<file path="src/rtl/sseg_pkg.sv">
`default_nettype none
// ============================================================================
//  Module      : sseg_pkg
//  Description : Shared definitions for the seven-segment scan receive path:
//                character code type, the 32-entry segment character table
//                (same contents as the character ROM init image, generated
//                from one source), anode constants and an anode classifier.
//  Revision    : 1.0  initial release
// ============================================================================
package sseg_pkg;

    typedef logic [4:0] char_code_t;

    localparam int         NUM_DIGITS  = 4;
    localparam int         NUM_CHARS   = 32;
    localparam logic [3:0] ANODE_BLANK = 4'b1111;
    localparam logic [7:0] SSEG_OFF    = 8'hFF;

    // Active-low segments, bit order {dp, g, f, e, d, c, b, a}.
    localparam logic [7:0] CHAR_TABLE [NUM_CHARS] = '{
        8'hC0, 8'hF9, 8'hA4, 8'hB0, 8'h99, 8'h92, 8'h82, 8'hF8,  // 0-7
        8'h80, 8'h90, 8'h88, 8'h83, 8'hC6, 8'hA1, 8'h86, 8'h8E,  // 8-F
        8'hBF, 8'hF7, 8'h89, 8'hC7, 8'h8C, 8'hC1, 8'hAB, 8'hA3,  // - _ H L P U n o
        8'hAF, 8'h87, 8'h91, 8'hE1, 8'hC2, 8'h8B, 8'hFF, 8'hB7   // r t y J G h ' ' =
    };

    typedef enum logic [1:0] {
        ANODE_KIND_BLANK   = 2'd0,
        ANODE_KIND_DIGIT   = 2'd1,
        ANODE_KIND_INVALID = 2'd2
    } anode_kind_t;

    typedef struct packed {
        anode_kind_t kind;
        logic [1:0]  idx;
    } anode_dec_t;

    typedef struct packed {
        logic       hit;
        char_code_t code;
    } lookup_t;

    // One-cold anode selects a digit; all-high is blank; anything else is bad.
    function automatic anode_dec_t decode_anode(input logic [3:0] anode);
        anode_dec_t r;
        r.kind = ANODE_KIND_INVALID;
        r.idx  = 2'd0;
        case (anode)
            ANODE_BLANK: r.kind = ANODE_KIND_BLANK;
            4'b1110:     begin r.kind = ANODE_KIND_DIGIT; r.idx = 2'd0; end
            4'b1101:     begin r.kind = ANODE_KIND_DIGIT; r.idx = 2'd1; end
            4'b1011:     begin r.kind = ANODE_KIND_DIGIT; r.idx = 2'd2; end
            4'b0111:     begin r.kind = ANODE_KIND_DIGIT; r.idx = 2'd3; end
            default:     r.kind = ANODE_KIND_INVALID;
        endcase
        return r;
    endfunction

endpackage
`default_nettype wire

</file>
<file path="src/rtl/sseg_scan_decoder_if.sv">
`default_nettype none
// ============================================================================
//  Module      : sseg_scan_decoder_if
//  Description : Bundle between a scan source and the scan decoder.
//                anode_in/sseg_in : multiplexed display lines (source -> dec)
//                code_out         : last complete 4-character frame
//                valid_out        : one-cycle pulse on frame update
//                err_anode/err_unknown/err_timeout : one-cycle error pulses
//                master = scan source / observer, slave = decoder.
//  Revision    : 1.0  initial release
// ============================================================================
interface sseg_scan_decoder_if;
    logic [3:0]  anode_in;
    logic [7:0]  sseg_in;
    logic [19:0] code_out;
    logic        valid_out;
    logic        err_anode;
    logic        err_unknown;
    logic        err_timeout;

    modport master (
        output anode_in, sseg_in,
        input  code_out, valid_out, err_anode, err_unknown, err_timeout
    );

    modport slave (
        input  anode_in, sseg_in,
        output code_out, valid_out, err_anode, err_unknown, err_timeout
    );
endinterface
`default_nettype wire

</file>
<file path="src/rtl/sseg_char_lookup.sv">
`default_nettype none
// ============================================================================
//  Module      : sseg_char_lookup
//  Description : Combinational reverse lookup of an 8-bit segment pattern in
//                CHAR_TABLE. Exact compare against all entries; when several
//                entries match, the lowest index wins.
//                i_sseg   : segment pattern
//                o_result : {hit, code}
//  Revision    : 1.0  initial release
// ============================================================================
module sseg_char_lookup
    import sseg_pkg::*;
(
    input  logic [7:0] i_sseg,
    output lookup_t    o_result
);

    // Scanning from the top down lets lower indices overwrite higher ones.
    always_comb begin
        o_result = '0;
        for (int i = NUM_CHARS - 1; i >= 0; i--) begin
            if (CHAR_TABLE[i] == i_sseg) begin
                o_result.hit  = 1'b1;
                o_result.code = char_code_t'(i);
            end
        end
    end

endmodule
`default_nettype wire

</file>
<file path="src/rtl/sseg_scan_decoder.sv">
`default_nettype none
// ============================================================================
//  Module      : sseg_scan_decoder
//  Description : Samples multiplexed anode/segment lines, waits for each
//                digit to settle, reverse-maps segments to character codes
//                and emits complete 4-digit frames with a valid pulse.
//                clk, rst : clock, synchronous active-high reset
//                bus      : sseg_scan_decoder_if.slave (lines in, frame and
//                           error pulses out)
//  Revision    : 1.0  initial release
// ============================================================================
module sseg_scan_decoder
    import sseg_pkg::*;
#(
    parameter int SETTLE_CYCLES  = 4,
    parameter int TIMEOUT_CYCLES = 1048576
) (
    input  logic                clk,
    input  logic                rst,
    sseg_scan_decoder_if.slave  bus
);

    localparam int c_STAB_W = $clog2(SETTLE_CYCLES);
    localparam int c_IDLE_W = $clog2(TIMEOUT_CYCLES);

    // The accepting sample is the SETTLE_CYCLES-th identical one, i.e. the
    // one seen while the match count still reads SETTLE_CYCLES-2.
    localparam logic [c_STAB_W-1:0] c_STAB_ACCEPT = c_STAB_W'(SETTLE_CYCLES - 2);
    localparam logic [c_STAB_W-1:0] c_STAB_MAX    = c_STAB_W'(SETTLE_CYCLES - 1);
    localparam logic [c_IDLE_W-1:0] c_IDLE_LAST   = c_IDLE_W'(TIMEOUT_CYCLES - 1);

    localparam logic [0:0] S_WAIT = 1'b0;
    localparam logic [0:0] S_HELD = 1'b1;

    logic [3:0]                 anode_meta_q, anode_meta_d;
    logic [3:0]                 anode_sync_q, anode_sync_d;
    logic [7:0]                 sseg_meta_q,  sseg_meta_d;
    logic [7:0]                 sseg_sync_q,  sseg_sync_d;
    logic [11:0]                prev_q,       prev_d;
    logic [0:0]                 state_q,      state_d;
    logic [c_STAB_W-1:0]        stab_q,       stab_d;
    logic [c_IDLE_W-1:0]        idle_q,       idle_d;
    logic [NUM_DIGITS-1:0][4:0] digit_q,      digit_d;
    logic [NUM_DIGITS-1:0]      seen_q,       seen_d;
    logic [19:0]                code_q,       code_d;
    logic                       valid_q,      valid_d;
    logic                       err_anode_q,  err_anode_d;
    logic                       err_unknown_q, err_unknown_d;
    logic                       err_timeout_q, err_timeout_d;

    logic [11:0] w_sample;
    logic        w_same;
    anode_dec_t  w_dec;
    lookup_t     w_lookup;
    logic        w_accept;
    logic        w_write;
    logic        w_frame;

    assign w_sample = {anode_sync_q, sseg_sync_q};
    assign w_same   = (w_sample == prev_q);
    assign w_dec    = decode_anode(anode_sync_q);

    sseg_char_lookup u_lookup (
        .i_sseg   (sseg_sync_q),
        .o_result (w_lookup)
    );

    always_comb begin
        anode_meta_d  = bus.anode_in;
        anode_sync_d  = anode_meta_q;
        sseg_meta_d   = bus.sseg_in;
        sseg_sync_d   = sseg_meta_q;
        prev_d        = w_sample;
        state_d       = state_q;
        stab_d        = stab_q;
        idle_d        = idle_q;
        digit_d       = digit_q;
        seen_d        = seen_q;
        code_d        = code_q;
        valid_d       = 1'b0;
        err_anode_d   = 1'b0;
        err_unknown_d = 1'b0;
        err_timeout_d = 1'b0;
        w_accept      = 1'b0;
        w_write       = 1'b0;
        w_frame       = 1'b0;

        // Settle detection: one accept per stable run of {anode, sseg}.
        case (state_q)
            S_WAIT: begin
                if (!w_same || w_dec.kind == ANODE_KIND_BLANK) begin
                    stab_d = '0;
                end else if (stab_q == c_STAB_ACCEPT) begin
                    w_accept = 1'b1;
                    state_d  = S_HELD;
                    stab_d   = c_STAB_MAX;
                end else if (stab_q != c_STAB_MAX) begin
                    stab_d = stab_q + 1'b1;
                end
            end
            S_HELD: begin
                if (!w_same) begin
                    state_d = S_WAIT;
                    stab_d  = '0;
                end
            end
            default: begin
                state_d = S_WAIT;
                stab_d  = '0;
            end
        endcase

        // Frame emit clears seen first so a same-cycle accept lands in the
        // next frame; code_out takes the digits as they were before it.
        if (seen_q == '1) begin
            w_frame = 1'b1;
            code_d  = digit_q;
            valid_d = 1'b1;
            seen_d  = '0;
        end

        if (w_accept) begin
            if (w_dec.kind == ANODE_KIND_DIGIT) begin
                if (w_lookup.hit) begin
                    digit_d[w_dec.idx] = w_lookup.code;
                    seen_d[w_dec.idx]  = 1'b1;
                    w_write            = 1'b1;
                end else begin
                    err_unknown_d = 1'b1;
                end
            end else begin
                err_anode_d = 1'b1;
            end
        end

        // Idle counter runs from the last successful accept; it only fires
        // when there is a partial frame to throw away, otherwise it parks.
        if (w_write) begin
            idle_d = '0;
        end else if (idle_q == c_IDLE_LAST) begin
            if (seen_q != '0 && !w_frame) begin
                seen_d        = '0;
                err_timeout_d = 1'b1;
                idle_d        = '0;
            end
        end else begin
            idle_d = idle_q + 1'b1;
        end
    end

    always_ff @(posedge clk) begin
        if (rst) begin
            anode_meta_q  <= ANODE_BLANK;
            anode_sync_q  <= ANODE_BLANK;
            sseg_meta_q   <= SSEG_OFF;
            sseg_sync_q   <= SSEG_OFF;
            prev_q        <= {ANODE_BLANK, SSEG_OFF};
            state_q       <= S_WAIT;
            stab_q        <= '0;
            idle_q        <= '0;
            digit_q       <= '0;
            seen_q        <= '0;
            code_q        <= '0;
            valid_q       <= 1'b0;
            err_anode_q   <= 1'b0;
            err_unknown_q <= 1'b0;
            err_timeout_q <= 1'b0;
        end else begin
            anode_meta_q  <= anode_meta_d;
            anode_sync_q  <= anode_sync_d;
            sseg_meta_q   <= sseg_meta_d;
            sseg_sync_q   <= sseg_sync_d;
            prev_q        <= prev_d;
            state_q       <= state_d;
            stab_q        <= stab_d;
            idle_q        <= idle_d;
            digit_q       <= digit_d;
            seen_q        <= seen_d;
            code_q        <= code_d;
            valid_q       <= valid_d;
            err_anode_q   <= err_anode_d;
            err_unknown_q <= err_unknown_d;
            err_timeout_q <= err_timeout_d;
        end
    end

    assign bus.code_out    = code_q;
    assign bus.valid_out   = valid_q;
    assign bus.err_anode   = err_anode_q;
    assign bus.err_unknown = err_unknown_q;
    assign bus.err_timeout = err_timeout_q;

endmodule
`default_nettype wire

</file>
<file path="src/flat_wrapper.sv">
// flat-port wrapper written by rule: the top's interface ports become plain ports
module sseg_scan_decoder_flat import sseg_pkg::*;
#(
    parameter int SETTLE_CYCLES  = 4,
    parameter int TIMEOUT_CYCLES = 1048576
)
  (clk, rst, bus_anode_in, bus_sseg_in, bus_code_out, bus_valid_out, bus_err_anode, bus_err_unknown, bus_err_timeout);
  sseg_scan_decoder_if bus_i ();
  input  logic clk;
  input  logic rst;
  input wire logic [$bits(bus_i.anode_in)-1:0] bus_anode_in;
  input wire logic [$bits(bus_i.sseg_in)-1:0] bus_sseg_in;
  output wire logic [$bits(bus_i.code_out)-1:0] bus_code_out;
  output wire logic [$bits(bus_i.valid_out)-1:0] bus_valid_out;
  output wire logic [$bits(bus_i.err_anode)-1:0] bus_err_anode;
  output wire logic [$bits(bus_i.err_unknown)-1:0] bus_err_unknown;
  output wire logic [$bits(bus_i.err_timeout)-1:0] bus_err_timeout;
  assign bus_i.anode_in = bus_anode_in;
  assign bus_i.sseg_in = bus_sseg_in;
  assign bus_code_out = bus_i.code_out;
  assign bus_valid_out = bus_i.valid_out;
  assign bus_err_anode = bus_i.err_anode;
  assign bus_err_unknown = bus_i.err_unknown;
  assign bus_err_timeout = bus_i.err_timeout;
  sseg_scan_decoder #(.SETTLE_CYCLES(SETTLE_CYCLES), .TIMEOUT_CYCLES(TIMEOUT_CYCLES)) u_core (.clk(clk), .rst(rst), .bus(bus_i));
endmodule
</file>
<file path="config.mk">
export PLATFORM = sky130hd
export DESIGN_NAME = sseg_scan_decoder_flat
export DESIGN_NICKNAME = d
export VERILOG_FILES = /design/src/rtl/sseg_pkg.sv /design/src/rtl/sseg_scan_decoder_if.sv /design/src/rtl/sseg_char_lookup.sv /design/src/rtl/sseg_scan_decoder.sv /design/src/flat_wrapper.sv
export SDC_FILE = /design/constraint.sdc
export NUM_CORES = 1
export LEC_CHECK = 0
export ABC_AREA = 1
export BUFFER_PORTS_ARGS = -buffer_cell sky130_fd_sc_hd__buf_2
export CORE_UTILIZATION = 65
export CTS_BUF_LIST = sky130_fd_sc_hd__clkbuf_4 sky130_fd_sc_hd__clkbuf_8
export CTS_CLUSTER_DIAMETER = 120
export DETAILED_ROUTE_END_ITERATION = 8
export GPL_TIMING_DRIVEN = 0
export PLACE_DENSITY_LB_ADDON = 0.1
export REMOVE_ABC_BUFFERS = 1
export SYNTH_ARGS = -nofsm -noshare
export SYNTH_HDL_FRONTEND = slang
export SYNTH_SLANG_ARGS = --single-unit
</file>
<file path="constraint.sdc">
create_clock -name clk -period 5.3 [get_ports clk]
set_input_delay 1.59 -clock clk [delete_from_list [all_inputs] [get_ports clk]]
set_output_delay 1.59 -clock clk [all_outputs]
set_load 0.005 [all_outputs]
</file>
After elaboration in Yosys (flattened, before gate mapping)
Cells that the tools add are included.
{"block": "totals", "regBits": 107, "inputBits": 14, "output_inout_bits": 24, "elab_cells": 152}
{"block": "classes", "add_sub_neg": 2, "n_lt_le_gt_ge": 2, "eq_ne": 46, "muxes": 65, "n_bitwise": 5, "reduce_logical": 14}
{"op": "$eq 8x8->1 const A", "n": 32}
{"op": "$mux 6", "n": 32}
{"op": "$mux 20", "n": 2}
{"op": "$mux 4", "n": 7}
{"op": "$add 20x1->20 const B", "n": 1}
{"op": "$bwmux 20", "n": 1}
{"op": "$eq 20x20->1 const B", "n": 1}
{"op": "$eq 4x4->1 const B", "n": 5}
{"op": "$eq 12x12->1", "n": 1}
{"op": "$mux 1", "n": 12}
{"op": "$demux 5 s2", "n": 1}
{"op": "$mux 2", "n": 4}
{"op": "$pmux 2 s2", "n": 2}
{"op": "$ne 2x2->1 const B", "n": 3}
{"op": "$pmux 2 s3", "n": 1}
{"op": "$reduce_or 3->1", "n": 2}
{"op": "$mux 5", "n": 1}
{"op": "$eq 4x3->1 const B", "n": 1}
{"op": "$ne 4x1->1 const B", "n": 1}
{"op": "$not 1->1", "n": 4}
{"op": "$or 4x4->4", "n": 1}
{"op": "$reduce_bool 4->1", "n": 1}
{"op": "$reduce_or 2->1", "n": 2}
{"op": "$reduce_or 4->1", "n": 1}
{"op": "13 further kinds", "n": 15}

Logic depth before layout (Yosys ltp)
{"block": "logic_depth", "ltp_word": 39, "mapped_depth": 15}

Hierarchy
Synthesis repeated with hierarchy kept, for this count alone.
{"block": "unflattened", "hier_cells": 677, "area_unflattened_um2": 4926.0}
{"mod": "sseg_scan_decoder", "instances": 1, "cells_per_inst": 566, "area_each_um2": 4401.7, "seq_area_each_um2": 2142.1}
{"mod": "sseg_char_lookup", "instances": 1, "cells_per_inst": 111, "area_each_um2": 524.3, "seq_area_each_um2": 0.0}

Least setup slack after synthesis
OpenSTA, ideal clock, no wires.
{"block": "synth_path", "path_type": "input to register", "start": "in rst", "end": "reg u_core.prev_q[0]", "setup_ps": 126, "t_arrival_ps": 2259, "required_ps": 5174, "setup_slack_ps": 2916, "stages": 4, "path_buffers": 2, "cell_sequence": "inv_1 clkbuf_1 clkbuf_1 nand2_1"}
{"element": "start, declared", "line_no": "flat_wrapper.sv:10", "rtl": "input logic rst;"}
{"element": "end signal, assigned", "line_no": "sseg_scan_decoder.sv:157", "rtl": "prev_q <= {ANODE_BLANK, SSEG_OFF};"}
{"element": "end signal, assigned", "line_no": "sseg_scan_decoder.sv:173", "rtl": "prev_q <= prev_d;"}
{"element": "end, declared", "line_no": "sseg_scan_decoder.sv:39", "rtl": "logic [11:0] prev_q, prev_d;"}
No word-level cell between the ends.

Final worst setup path
{"block": "layout_path", "start": "in rst", "end": "reg u_core.idle_q[14]"}
{"block": "layout_via", "elab_chain_len": 1}
{"element": "$reduce_or 2->1 (no line)"}
{"element": "end signal, assigned", "line_no": "sseg_scan_decoder.sv:176", "rtl": "idle_q <= idle_d;"}
{"element": "end, declared", "line_no": "sseg_scan_decoder.sv:42", "rtl": "logic [c_IDLE_W-1:0] idle_q, idle_d;"}
Every way passes these cells.
A chain may end at the register's enable or synchronous reset.

==> run metrics <==
most common cell after layout, fill and taps aside dfxtp_1; Final Hold Vio Count 0; Non-Filler Instances 737; Final setup viols 0; # hold bufs at CTS 0; crit path launch type primary input; main combinational cell family by area after synthesis simple AND/OR/NAND/NOR gates; Rel. slew slack 0.1621; Min Clock Period, post-route 3.729 ns; Avg WL per Cell 12.80 um; register bit total from synthesis 107; global route total overflow 0; Die Y 86.48 um; residual DRC count 0; post-CTS sizing 0; Cell variety after synth 40; Clock Path Buffers 2; initial antenna violation count 0; Initial Util 0.6789; Initial DRC Count 203; clk_skew between 0.015 and 0.02 ns; min-delay worst type flip-flop to flip-flop; area grow syn2layout 9.792%; row cnt 30; largest net degree at the start of global routing 51; port buffer count 37; final wirelength 9437 um; CP Data Arrival Time about 4 ns; Tightest Pin Transition 1.255 ns; CP endpoint kind flip-flop; area of the core 6832 um^2; Fin Hold WS 0.4154 ns; Final Util 0.7454; Synth Area in XOR/XNOR 0.02455; Antenna Nets Post-Route 0; vias in the first global route 3593; setup_tns 0 ns; CTS tree done; RSZ-0062 raised after global routing false; CP Class primary input to flip-flop; Nets ~650; Simple-Gate Fraction of Synth Area 0.3191; Avg Inst Size Synth between 7 and 8 um^2; GP Congestion between 0.8 and 0.9; MaxCap Viol Count 0; Highest Signal Layer met4; met1 WL roughly 4300 um; status complete, no violations; Pwr per Cell Area about 280 nW/um^2; clk slew on worst S/H paths 0.10 ns; Placed Cells 721; VDD IR max between 0.00015 and 0.0002 V; multiplexer share of the synthesized area 0; Detailed Place HPWL 6784 um; Post-Synth Adder-Cell Area 0.008093; Pleak 0.002241 uW; Clock Sinks 107; Die ar. around 7500 um^2; sequential share of the synthesized area 0.4618; WL met3 around 440 um; TritonCTS Buffers 9; Post-CTS Setup Bufs 0; number of diodes 0; ratio of cells with drive above 1 in the final layout 0.2012; Cell Area, Synth ~4600 um^2; most frequent cells in the layout dfxtp_1, nor2_1, nand2_1, inv_1, a21oi_1; root buf cell clkbuf_8; total number of vias 3932; Final Slew Violations 0; fin crit share 0.7036; Compound-Gate Fraction of Synth Area 0.1076; WL met2 4494 um; Worst EP required approximately 5.6 ns; synth warn 0; IO Count 38; GRT Total Usage 0.2697; Critical Path Fanout Max 50; FMAX 268.2 MHz; vias per inst around 5.3; clk_lat worst skew 0.38 ns; first-pass GRT wire length 15920 um; H-tree depth 3; die span in x 86.48 um; drt pass-1 iters 5; Synth Instances roughly 600
state kept, by name (all words and copies together), names as in the netlist, 2 cells and up:
signal	flops
u_core.sseg_sync_q	8
u_core.stab_q	2
u_core.sseg_meta_q	8
u_core.seen_q	4
u_core.digit_q	20
u_core.anode_meta_q	4
u_core.anode_sync_q	4
u_core.bus.code_out	20
u_core.prev_q	12
u_core.idle_q	20
through the flow:
step | total power [uW] | worst slack, ns | instance area (um^2)
2_1_floorplan | 899.7 | 1.194 | 4566
3_3_place_gp | 921.1 | -0.4598 | 4871
3_5_place_dp | 924.1 | 1.179 | 4892
4_1_cts | 1414 | 1.567 | 5092
5_1_grt | 1460 | 1.285 | 5092
6_report | 1407 | 1.571 | 5092
synthesized netlist by cell type, drive strengths merged:
library cell / count / area, um^2
nand2: 86 / 342.8
ha: 3 / 37.54
nand3b: 1 / 7.510
nor3: 30 / 221.5
nor2: 95 / 396.6
xor2: 8 / 70.07
o21ai: 42 / 210.2
inv: 77 / 289.0
o211ai: 2 / 15.01
nand4: 15 / 93.84
o31ai: 3 / 27.52
a22oi: 5 / 37.54
nor4: 4 / 25.02
or3: 1 / 6.260
clkinv: 1 / 3.750
nor3b: 5 / 47.54
or2: 29 / 181.4
dfxtp: 107 / 2142
nand3: 27 / 157.7
buf: 4 / 31.27
clkbuf: 11 / 41.29
a211oi: 1 / 12.51
a21oi: 38 / 190.2
xnor2: 5 / 43.79
o22ai: 1 / 6.260
layer usage:
metal,vias to the layer above,global-route usage
li1,2009,-
met1,1820,0.3484
met2,90,0.4517
met3,13,0.04286
met4,0,0.1091
met5,-,0
final cells by class:
cell class | count | area (um^2)
Clock inverter | 7 | 76.32
Clock buffer | 9 | 123.9
Timing Repair Buffer | 39 | 200.2
Inverter | 78 | 292.8
Tap cell | 96 | 120.1
Sequential cell | 107 | 2142
Fill cell | 525 | 1739
Multi-Input combinational cell | 401 | 2137
cell families (layout without fill, tap and decap cells):
kind of cell | Yosys count | after routing
adder cells (fa/ha/maj) | 3 | 3
buffers and inverters | 93 | 133
flip-flops | 107 | 107
AO/OA/AOI/OAI | 92 | 92
XOR/XNOR | 13 | 13
AND/OR/NAND/NOR | 293 | 293
critical path, cell delays in order:
cell and delay (ns):
buf_2 0.28, inv_1 0.99, nand2_1 0.82, a21oi_1 0.33
where the power goes:
| group | switching, uW | internal, uW |
|---|---|---|
| registers | 9.12 | 817 |
| clock network | 310 | 190 |
| logic | 52.9 | 27.4 |
final timing paths:
| check | endpoint | cells past startpoint | start | slack (ns) |
|---|---|---|---|---|
| setup / recovery | u_core.idle_q[14]$_SDFFE_PP0P_ | 4 | rst | 1.57 |
| setup reg to reg | u_core.idle_q[15]$_SDFFE_PP0P_ | 9 | u_core.seen_q[0]$_SDFF_PP0_ | 2.36 |
| hold / removal | u_core.anode_sync_q[1]$_SDFF_PP1_ | 1 | u_core.anode_meta_q[1]$_SDFF_PP1_ | 0.42 |
| hold reg to reg | u_core.anode_sync_q[1]$_SDFF_PP1_ | 1 | u_core.anode_meta_q[1]$_SDFF_PP1_ | 0.42 |
Power figures use the tool's default switching activity.
